`src/rtl/fpu_arb_pkg.sv`:
```
// fpu_arb_pkg: shared encodings for the FPU arbiter (modes, FSM states, flag bit positions)
package fpu_arb_pkg;
  localparam logic [1:0] FPU_ADD = 2'b00;
  localparam logic [1:0] FPU_SUB = 2'b01;
  localparam logic [1:0] FPU_MUL = 2'b10;
  localparam logic [1:0] FPU_DIV = 2'b11;
  typedef enum logic [1:0] {IDLE, ISSUE, WAIT, RESP} arb_state_e;
  localparam int FLG_ZERO = 0;
  localparam int FLG_NAN  = 1;
  localparam int FLG_INF  = 2;
  localparam int FLG_ERR  = 3;
  localparam int FLG_TO   = 4;
  localparam logic [31:0] FPU_QNAN = 32'h7FC00000;
endpackage

```
`src/rtl/fpu_arbiter_rr.sv`:
```
// rr_arbiter: combinational round-robin grant, search starts at ptr
module rr_arbiter #(
  parameter int N = 4
) (
  input  logic [N-1:0]         req,
  input  logic [$clog2(N)-1:0] ptr,
  output logic [N-1:0]         grant
);
  logic [N-1:0] one_hot;
  // scan offsets from farthest to nearest so the requester closest to ptr wins
  always_comb begin
    grant = '0;
    one_hot = '0;
    for (int i = N - 1; i >= 0; i--) begin
      one_hot = N'(1) << ((int'(ptr) + i) % N);
      grant = ((req & one_hot) != '0) ? one_hot : grant;
    end
  end
endmodule

```
`src/rtl/fpu_arbiter.sv`:
```
// fpu_arbiter: shares one FPU among N_REQ requesters; optional watchdog via FPU_ARB_TIMEOUT_EN
module fpu_arbiter
  import fpu_arb_pkg::*;
#(
  parameter int N_REQ   = 4,
  parameter int TIMEOUT = 64
) (
  input  logic                 clk,
  input  logic                 rst_n,
  input  logic [N_REQ-1:0]     req_valid,
  output logic [N_REQ-1:0]     req_ready,
  input  logic [32*N_REQ-1:0]  req_a,
  input  logic [32*N_REQ-1:0]  req_b,
  input  logic [2*N_REQ-1:0]   req_mode,
  output logic [N_REQ-1:0]     rsp_valid,
  output logic [31:0]          rsp_result,
  output logic [4:0]           rsp_flags,
  output logic                 fpu_start,
  output logic [1:0]           fpu_mode,
  output logic [31:0]          fpu_a,
  output logic [31:0]          fpu_b,
  input  logic                 fpu_ready,
  input  logic                 fpu_done,
  input  logic [31:0]          fpu_s,
  input  logic                 fpu_zero,
  input  logic                 fpu_nan,
  input  logic                 fpu_inf,
  input  logic                 fpu_error
);
  localparam int PW = $clog2(N_REQ);
  arb_state_e state_q, state_d;
  logic [PW-1:0] ptr_q, ptr_d, g_q, g_d, gsel;
  logic [31:0] a_q, a_d, b_q, b_d, res_q, res_d;
  logic [1:0] mode_q, mode_d;
  logic [4:0] flg_q, flg_d;
  logic [N_REQ-1:0] grant;
`ifdef FPU_ARB_TIMEOUT_EN
  localparam int CW = ($clog2(TIMEOUT + 1) > 8) ? $clog2(TIMEOUT + 1) : 8;
  logic [CW-1:0] cnt_q, cnt_d;
`endif

  rr_arbiter #(.N(N_REQ)) u_rr (
    .req   (req_valid),
    .ptr   (ptr_q),
    .grant (grant)
  );

  // index of the one-hot grant, used to select operands and remember the owner
  always_comb begin
    gsel = '0;
    for (int i = 0; i < N_REQ; i++) gsel = grant[i] ? PW'(i) : gsel;
  end

  // state, pointer, holding and result registers
  always_ff @(posedge clk or negedge rst_n) begin
    if (!rst_n) begin
      state_q <= IDLE;
      ptr_q   <= '0;
      g_q     <= '0;
      a_q     <= '0;
      b_q     <= '0;
      mode_q  <= '0;
      res_q   <= '0;
      flg_q   <= '0;
`ifdef FPU_ARB_TIMEOUT_EN
      cnt_q   <= '0;
`endif
    end else begin
      state_q <= state_d;
      ptr_q   <= ptr_d;
      g_q     <= g_d;
      a_q     <= a_d;
      b_q     <= b_d;
      mode_q  <= mode_d;
      res_q   <= res_d;
      flg_q   <= flg_d;
`ifdef FPU_ARB_TIMEOUT_EN
      cnt_q   <= cnt_d;
`endif
    end
  end

  // next state: grant in IDLE, single issue, wait for done (or watchdog), respond
  always_comb begin
    state_d = state_q;
    ptr_d   = ptr_q;
    g_d     = g_q;
    a_d     = a_q;
    b_d     = b_q;
    mode_d  = mode_q;
    res_d   = res_q;
    flg_d   = flg_q;
`ifdef FPU_ARB_TIMEOUT_EN
    cnt_d   = (state_q == WAIT) ? cnt_q + CW'(1) : '0;
`endif
    case (state_q)
      IDLE: if (fpu_ready && (req_valid != '0)) begin
        state_d = ISSUE;
        g_d     = gsel;
        a_d     = req_a[32*int'(gsel) +: 32];
        b_d     = req_b[32*int'(gsel) +: 32];
        mode_d  = req_mode[2*int'(gsel) +: 2];
      end
      ISSUE: state_d = WAIT;
      WAIT: if (fpu_done) begin
        state_d          = RESP;
        res_d            = fpu_s;
        flg_d            = '0;
        flg_d[FLG_ZERO]  = fpu_zero;
        flg_d[FLG_NAN]   = fpu_nan;
        flg_d[FLG_INF]   = fpu_inf;
        flg_d[FLG_ERR]   = fpu_error;
      end
`ifdef FPU_ARB_TIMEOUT_EN
      else if (cnt_q == CW'(TIMEOUT - 1)) begin
        state_d         = RESP;
        res_d           = FPU_QNAN;
        flg_d           = '0;
        flg_d[FLG_TO]   = 1'b1;
        flg_d[FLG_ERR]  = 1'b1;
      end
`endif
      RESP: begin
        state_d = IDLE;
        ptr_d   = (g_q == PW'(N_REQ - 1)) ? '0 : g_q + PW'(1);
      end
      default: state_d = IDLE;
    endcase
  end

  // outputs: accept pulse is combinational so a grant lands in the cycle fpu_ready rises
  always_comb begin
    req_ready  = (state_q == IDLE && fpu_ready) ? grant : '0;
    rsp_valid  = (state_q == RESP) ? (N_REQ'(1) << g_q) : '0;
    rsp_result = res_q;
    rsp_flags  = flg_q;
    fpu_start  = (state_q == ISSUE);
    fpu_a      = a_q;
    fpu_b      = b_q;
    fpu_mode   = mode_q;
  end
endmodule

```
`config.mk`:
```
export PLATFORM = sky130hd
export DESIGN_NAME = fpu_arbiter
export DESIGN_NICKNAME = d
export VERILOG_FILES = /design/src/rtl/fpu_arb_pkg.sv /design/src/rtl/fpu_arbiter_rr.sv /design/src/rtl/fpu_arbiter.sv
export SDC_FILE = /design/constraint.sdc
export NUM_CORES = 1
export LEC_CHECK = 0
export CORE_AREA = 5 5 162 164
export CTS_CLUSTER_DIAMETER = 200
export DETAILED_ROUTE_END_ITERATION = 16
export DIE_AREA = 0 0 167 169
export PLACE_DENSITY_LB_ADDON = 0.12
export SKIP_LAST_GASP = 1
export SLEW_MARGIN = 20
export SYNTH_ARGS = -nofsm -noshare
export SYNTH_HDL_FRONTEND = slang
export SYNTH_HIERARCHICAL = 1
export SYNTH_SLANG_ARGS = --single-unit
```
`constraint.sdc`:
```
create_clock -name clk -period 2.3 [get_ports clk]
set_clock_uncertainty 0.05 [all_clocks]
set_input_delay 0.46 -clock clk [delete_from_list [all_inputs] [get_ports clk]]
set_output_delay 0.46 -clock clk [all_outputs]
set_load 0.02 [all_outputs]
```
==> run_results.csv, run 1 <==
group,metric,value,unit
synthesis,yosys.area_share.xor_xnor,0,
synthesis,netlist_area,6120,um2
floorplan,core-area,24700,um2
grt,track_usage,0.176,
sta,fin_crit,2220,ps
min_path,hold_path.class,"in -> async",
setup_path,cp-end-kind,"output port",
synthesis,synthArstFlopShare,1.00,
sta,drv_slew,0,
drt,finalWirelength,26500,um
grt,grt_pass1_vias,6575,
grt,grt_overflow_total,0,
clock_network,cts_sinks,108,
floorplan,ios,420,
pwr,leakagePower,4.52,nW
clock_network,path_clk_slew,80,ps
grt,grt_max_degree,107,
grt,antenna_found_initial,0,
pwr,max-vdd-ir-drop,0.441,mV
synthesis,ys_types,34,
placement,gp_congestion,0.825,
synthesis,yosysWarnings,6,
final_layout,diodes,0,
setup_path,start_kind,"input pin",
sta,tightest_slew,600,ps
final_layout,drive_gt1_frac,0.193,
floorplan,die_y,169,um
synthesis,synth.area.mux_share,0.203,
sta,setup_viol,0,
clock_network,cts_buffers,9,
drt,avgViaCountPerCell,4.93,
synthesis,synth_common_cells,"dfrtp_1 (108), mux2_2 (87), a222oi_1 (66), o21ai_0 (66), o31ai_1 (66)",
pwr,power_per_cell_area,1070,nW/um2
floorplan,dieWidth,167,um
synthesis,synth_fp_nets,845,
placement,hpwl,20700,um
synthesis,ys_seq_area_frac,0.442,
drt,firstDrtPassIters,7,
run,maxCapViolCount,0,
setup_path,rrSetupSlack,130,ps
placement,dpl.cell_count,1265,
clock_network,cts-root-buf,"clkbuf_16",
final_layout,layout.nets,1265,
sta,slew_headroom,0.600,
synthesis,yosys-top-cells-area,"dfrtp_1 (44%), mux2_2 (16%), a222oi_1 (11%)",
final_layout,stdcell_count,1283,
synthesis,ys.flop_type,"dfrtp_1",
setup_path,r2r_start,"ptr_q[1]",
floorplan,fp-row-count,58,
synthesis,synth_area_leader_cell,"dfrtp_1",
drt,vias,6324,
synthesis,synth_most_common_cell,"dfrtp_1",
placement,port_buffers,418,
setup_path,cp.required,1790,ps
sta,fmax,450,MHz
sta,fin_crit_sh,0.966,
synthesis,synth_cells,528,
setup_path,critPathKind,"in -> out",
drt,first_iter_violations,541,
drt,drc,0,
synthesis,synthSimpleGateAreaFrac,0.0211,
synthesis,yosys.area.top_type_share,0.442,
clock_network,clkLatencyLatePin,350,ps
floorplan,dieArea,28200,um2
setup_path,r2r_end,"fpu_b[31]",
clock_network,cts_tree,"done",
clock_network,clockBufferDepth,2,
synthesis,synth_adder_area_share,0.0184,
setup_path,rr_worst_depth,8,
synthesis,ys_ff_latch,108,
drt,wire_per_inst,20.6,um
clock_network,htree_levels,3,
synthesis,synth_edf_count,0,
clock_network,cts_hold_buf,0,
floorplan,start_util,0.247,
grt,grt_pass1_wl,39300,um
synthesis,synth_compound_area_frac,0.260,
setup_path,crit_fanout,6,
synthesis,synth.avg_cell_area,11.6,um2
sta,finalHoldViolCount,0,
sta,grt_setup_unrepaired,"no",
final_layout,final_util,0.459,
setup_path,critical_path_arrival,1710,ps
status,status,"finished clean",
synthesis,synth_top_family_by_area,"compound AO/OA/AOI/OAI gates",
drt,ant_nets,0,
final_layout,area.growth.synth_to_final,85.8,%
area by class of cell:
cell class              count  area, um2
inverters                   6       22.5
fillers                  2375      13400
multi-input cells         352       3130
clock buffers               9        225
clock inverters             7       60.1
well taps                 330        413
flip-flops and latches    108       2700
repair buffers            471       4810
stage by stage:
stage               worst slack (ps)  power [mW]  hold WS [ps]  TNS, ps  cell area (um2)
global placement                -492        10.7           418   -23630            11000
detailed placement              -504        10.7           419   -25780            11000
finish                          78.5        12.1          10.4        0            11400
CTS                             15.9        12.3          20.2        0            11400
floorplan                        192        6.98           114        0             6120
global route                    1.24        12.9          36.0        0            11400
timing repair:
item,CTS,global route
pin swaps,1,2
resized for setup,22,6
buffers inserted,2,0
endpoints found under the hold margin,0,0
endpoints found under the setup margin,32,30
registers in the layout, indices dropped and copies added, names as in the netlist:
| register | cells |
|---|---|
| ptr_q | 2 |
| fpu_a | 32 |
| rsp_flags | 4 |
| g_q | 2 |
| fpu_mode | 2 |
| state_q | 2 |
| rsp_result | 32 |
| fpu_b | 32 |
cell families after synthesis:
| logic type | after synthesis |
|---|---|
| mux | 107 |
| other cells | 1 |
| buf+inv | 68 |
| flops | 108 |
| fa+ha+maj | 9 |
| compound gates | 213 |
| simple gates | 22 |
report_power, final:
part	leakage, nW	total (mW)	switching (mW)	internal (mW)
combinational	3.06	7.33	3.53	3.80
sequential	1.33	3.26	0.467	2.79
clock	0.136	1.56	0.802	0.757
layout by cell type, fill, tap and decap left out, drive strengths merged, types with 2 or more instances in the layout:
cell type        n
ha               9
o31ai           66
and2             4
a222oi          66
nor2             6
nand2            5
clkinv           2
clkdlybuf4s50  405
clkbuf           9
and3             3
buf             55
a21oi            5
o21ai           67
inv              9
dlygate4sd2      7
mux2           105
o211a            2
mux2i            2
clkdlybuf4s15    3
dfrtp          108
clkinvlp         2
nor2b            2
worst max-delay path, stage by stage:
cell,delay (ps)
dlygate4sd2_1,370
buf_4,170
a21oi_1,70
o211a_4,240
and3_1,160
clkdlybuf4s15_2,250
how the worst max path moves through the flow:
stage | startpoint | end | slack, ps | cells after the start
finish | req_valid[0] | req_ready[3] | 80 | 6
global route | req_valid[0] | fpu_b[16] | 1 | 8
CTS | req_valid[3] | req_ready[0] | 20 | 6
detailed placement | req_valid[0] | req_ready[2] | -500 | 6
global placement | req_valid[0] | req_ready[2] | -490 | 6
floorplan | req_valid[0] | req_ready[3] | 190 | 6
routing by layer:
layer | GRT usage | routed length [um] | vias up
met1 | 0.201 | 10400 | 3029
met5 | 0 | 0 | -
met2 | 0.321 | 13600 | 273
li1 | - | - | 2978
met3 | 0.0434 | 1690 | 44
met4 | 0.0615 | 764 | 0
Note: power is estimated with default switching activity, not from simulation.
==> inputs of run 2 (changes only) <==
Settings changed: MAX_ROUTING_LAYER from default to met4.
==> run 2 against run 1 <==
Against the previous run:
- critical path depth is the same
- sequential share of layout area did not move
- clock power barely moved
- cell count unchanged
- final area unchanged
- die area stayed put
- sequential power is essentially flat
- combinational power about the same
- largest power group unchanged
- utilization unchanged
- total power about the same
- routed wire length up 0.19%
- via count shrank 0.30%
==> run_results.csv, run 2 (synthesis results as in run 1) <==
group,metric,value,unit
status,status,"finished clean",
pwr,clkPwrFrac,0.128,
setup_path,rrSetupSlack,130,ps
sta,grt_setup_unrepaired,"no",
floorplan,start_util,0.247,
pwr,power_per_cell_area,1070,nW/um2
clock_network,htree_levels,3,
floorplan,die_y,169,um
grt,grt_max_degree,107,
placement,place_ws,-504,ps
pwr,p_sw_frac,0.394,
sta,fmax,448,MHz
floorplan,dieWidth,167,um
pwr,leakagePower,4.52,nW
grt,grt_overflow_total,0,
final_layout,layout.nets,1265,
pwr,max-vdd-ir-drop,0.440,mV
min_path,hold_path.class,"in -> async",
sta,finalHoldViolCount,0,
floorplan,dieArea,28200,um2
final_layout,design_area,11400,um2
placement,hpwl,20700,um
pwr,power,12.1,mW
clock_network,cts_sinks,108,
grt,grt_pass1_wl,39200,um
final_layout,stdcell_count,1283,
clock_network,cts_tree,"done",
setup_path,start_kind,"input pin",
placement,placed_area,11000,um2
final_layout,area.growth.synth_to_final,85.8,%
final_layout,diodes,0,
setup_path,rr_worst_depth,8,
sta,slew_headroom,0.602,
setup_path,crit_fanout,6,
placement,port_buffers,418,
drt,ant_nets,0,
drt,wl_met3,1760,um
drt,avgViaCountPerCell,4.91,
final_layout,final_util,0.459,
drt,drc,0,
final_layout,register_area,2700,um2
drt,dr_wl_met2,13600,um
drt,top_layer,"met4",
floorplan,fp-row-count,58,
drt,wire_per_inst,20.7,um
drt,m1WireLength,10400,um
clock_network,cts_hold_buf,0,
sta,drv_slew,0,
sta,setup_slack,68.2,ps
setup_path,critPathKind,"in -> out",
run,maxCapViolCount,0,
sta,fin_crit_sh,0.970,
drt,first_iter_violations,571,
grt,grt_pass1_vias,6603,
setup_path,cp.required,1790,ps
final_layout,final_common_cell,"clkdlybuf4s50_1",
pwr,power.switching,4.79,mW
final_layout,multi_input_area,3130,um2
placement,dpl.cell_count,1265,
sta,fin_hold_ws,11.4,ps
grt,track_usage,0.181,
placement,gp_congestion,0.838,
sta,tightest_slew,597,ps
pwr,p_int,7.35,mW
clock_network,cts-root-buf,"clkbuf_16",
final_layout,drive_gt1_frac,0.193,
drt,vias,6305,
drt,firstDrtPassIters,6,
pwr,power_frac_comb,0.603,
clock_network,cts_buffers,9,
setup_path,cp-end-kind,"output port",
final_layout,fillers,2375,
sta,fin_crit,2230,ps
final_layout,layout_common_cells,"clkdlybuf4s50_1 (405), dfrtp_1 (107), mux2_2 (87)",
sta,setup_viol,0,
clock_network,clkLatencyLatePin,350,ps
floorplan,ios,420,
clock_network,clockBufferDepth,2,
clock_network,path_clk_slew,80,ps
floorplan,core-area,24700,um2
pwr,seq_power_share,0.269,
sta,tns,0,ps
drt,finalWirelength,26500,um
grt,antenna_found_initial,0,
setup_path,critical_path_arrival,1720,ps
==> run 2: path summary, 6_finish.rpt <==
check,from,endpoint
max in group asynchronous,rst_n,fpu_a[18]
worst max register to register,ptr_q[1],fpu_b[31]
worst min-delay path,rst_n,rsp_result[23]
worst min register to register,fpu_a[26],fpu_a[26]
min in group clk,fpu_a[26],fpu_a[26]
worst max-delay path,req_valid[0],req_ready[3]
==> run 2: critical path: stages <==
cell	delay, ps
dlygate4sd2_1	320
buf_4	170
a21oi_1	180
o211a_4	180
and3_1	140
clkdlybuf4s15_2	260
==> run 2: area by class of cell <==
| type | instances | share of cell area |
|---|---|---|
| Timing Repair Buffer | 471 | 0.423 |
| Multi-Input combinational cell | 352 | 0.275 |
| Sequential cell | 108 | 0.238 |
| Tap cell | 330 | 0.0363 |
| Clock buffer | 9 | 0.0198 |
| Clock inverter | 7 | 0.00528 |
| Inverter | 6 | 0.00198 |
==> run 2: per-layer routing <==
metal  vias up  track usage
met1      3010        0.202
met3        40       0.0402
met5         -            -
li1       2977            -
met4         0       0.0615
met2       278        0.322
==> run 2: what timing repair did <==
item	4_1_cts	5_1_grt
setup endpoints to repair	32	30
buffers inserted	2	0
pin swaps	1	2
resized for setup	22	6
==> run 2: power by group through the flow <==
stage / sequential (mW) / combinational, mW / clock (mW)
floorplan: 4.28 / 2.71 / 0
detailed placement: 3.30 / 7.40 / 0
global placement: 3.26 / 7.41 / 0
CTS: 3.27 / 7.44 / 1.63
global route: 3.39 / 7.83 / 1.70
finish: 3.26 / 7.32 / 1.55
==> inputs of run 3 (changes only) <==
Settings changed: CORE_AREA 5 5 162 164 to 4 4 162 164, DIE_AREA 0 0 167 169 to 0 0 166 168.
==> run 3 against run 2 <==
Against the previous run:
- cell count up 1.2%
- sequential cell count stayed put
- highest routed layer unchanged
- final area grew 0.87%
- worst hold slack better by 450 ps
- critical endpoint is now fpu_a[19]
- setup slack got worse by 19 ps
- critical path type is now reg -> reg
- sequential power about the same
- count of clock-buffer cells in the layout unchanged
==> run_results.csv, run 3 (synthesis results as in run 1) <==
group,metric,value,unit
setup_path,cp_slowest_cell,"dfrtp_2",
final_layout,layout.nets,1280,
status,status,"finished clean",
drt,avgViaCountPerCell,4.94,
min_path,min_to,"rsp_result[2]",
pwr,leakagePower,4.60,nW
placement,gp_congestion,0.816,
floorplan,ios,420,
setup_path,crit_fanout,16,
clock_network,clkLatencyLatePin,350,ps
setup_path,cp-end-kind,"flop",
floorplan,core-area,24900,um2
final_layout,stdcell_count,1298,
floorplan,dieWidth,166,um
drt,ant_nets,0,
clock_network,cts_buffers,9,
drt,firstDrtPassIters,7,
pwr,power_frac_comb,0.610,
setup_path,crit_path_cell_trace,"o21bai_1 > a32o_2 > buf_4 > nor2b_4 > buf_12 > a222oi_1 > buf_4 > o31ai_1",
drt,drc,0,
grt,grt_pass1_wl,40300,um
grt,grt_overflow_total,0,
pwr,power_per_cell_area,1080,nW/um2
pwr,p_int,7.46,mW
setup_path,start_kind,"flop",
sta,setup_viol,0,
sta,tns,0,ps
final_layout,drive_gt1_frac,0.204,
sta,fin_crit,2250,ps
min_path,hold_path.class,"reg -> reg",
clock_network,path_clk_slew,80,ps
floorplan,dieArea,27900,um2
clock_network,cts_sinks,108,
grt,grt_max_degree,79,
min_path,min_from,"rsp_result[2]",
pwr,seq_power_share,0.263,
pwr,max-vdd-ir-drop,0.443,mV
final_layout,diodes,0,
run,maxCapViolCount,0,
setup_path,cp.required,2470,ps
setup_path,critPathBufInv,3,
clock_network,clockBufferDepth,2,
sta,drv_slew,0,
setup_path,r2r_start,"ptr_q[1]",
floorplan,start_util,0.246,
grt,grt_pass1_vias,6572,
placement,hpwl,19900,um
sta,fmax,444,MHz
setup_path,slowest_delay,470,ps
floorplan,fp-row-count,58,
pwr,power,12.4,mW
grt,antenna_found_initial,0,
clock_network,cts-root-buf,"clkbuf_16",
setup_path,r2r_end,"fpu_a[19]",
grt,track_usage,0.188,
min_path,hold_depth,1,
setup_path,critPathKind,"reg -> reg",
setup_path,rr_worst_depth,8,
setup_path,crit_path_frequent_cell,"buf_4",
sta,fin_crit_sh,0.978,
setup_path,critical_path_arrival,2420,ps
clock_network,htree_levels,3,
drt,vias,6410,
final_layout,layout_common_cells,"clkdlybuf4s50_1 (405), dfrtp_1 (107), mux2_2 (87)",
placement,port_buffers,418,
final_layout,area.growth.synth_to_final,87.4,%
pwr,p_sw_frac,0.396,
clock_network,cts_tree,"done",
drt,first_iter_violations,560,
sta,finalHoldViolCount,0,
final_layout,final_common_cell,"clkdlybuf4s50_1",
drt,wire_per_inst,20.4,um
setup_path,critical_path.top_delay_family,"compound AO/OA/AOI/OAI gates",
sta,grt_setup_unrepaired,"yes",
setup_path,rrSetupSlack,50,ps
placement,dpl.cell_count,1275,
floorplan,die_y,168,um
pwr,power.switching,4.90,mW
drt,finalWirelength,26500,um
pwr,clkPwrFrac,0.127,
[run 3: timing repair]
item,in CTS,in global routing
cloned,2,0
hold endpoints to repair,14,0
buffers inserted,4,2
endpoints found under the setup margin,67,32
gates resized for setup,20,6
pin swaps,5,15
hold buffers,1,0
[run 3: per-stage QoR]
step	setup slack, ps	instance area [um2]	hold WS, ps	utilization
after floorplan	192	6120	114	-
after global placement	-646	11100	290	0.446
after detailed placement	-650	11100	291	0.446
after CTS	-3.92	11500	440	0.463
after global routing	-44.3	11500	465	0.461
final	49.5	11500	457	0.461
[run 3: worst max path at each step]
| stage | startpoint | endpoint | slack, ps | cells past startpoint |
|---|---|---|---|---|
| global route | ptr_q[1] | fpu_a[19] | -40 | 8 |
| detailed placement | req_valid[0] | fpu_a[30] | -650 | 8 |
| finish | ptr_q[1] | fpu_a[19] | 50 | 8 |
| CTS | ptr_q[1] | fpu_a[6] | -4 | 8 |
| global placement | req_valid[0] | fpu_a[30] | -650 | 8 |
| floorplan | req_valid[0] | req_ready[3] | 190 | 6 |
[run 3: cell type report]
class | instances | area, um2
clock buffer | 9 | 225
clock inverter | 7 | 67.6
fill | 2358 | 13400
inverter | 6 | 22.5
multi-input combinational | 352 | 3130
sequential | 108 | 2700
tap | 330 | 413
timing repair buffer | 486 | 4900
[run 3: layer usage]
metal	wire [um]	GRT usage	up-vias
li1	-	-	3009
met1	10700	0.227	3100
met2	13500	0.319	275
met3	1750	0.0390	26
met4	550	0.0581	0
met5	0	-	-
[run 3: power groups by stage]
stage | logic, mW | registers, mW | clock network (mW)
global placement | 7.54 | 3.26 | 0
global route | 8.09 | 3.38 | 1.72
detailed placement | 7.54 | 3.29 | 0
finish | 7.54 | 3.25 | 1.57
floorplan | 2.71 | 4.28 | 0
CTS | 7.73 | 3.26 | 1.65
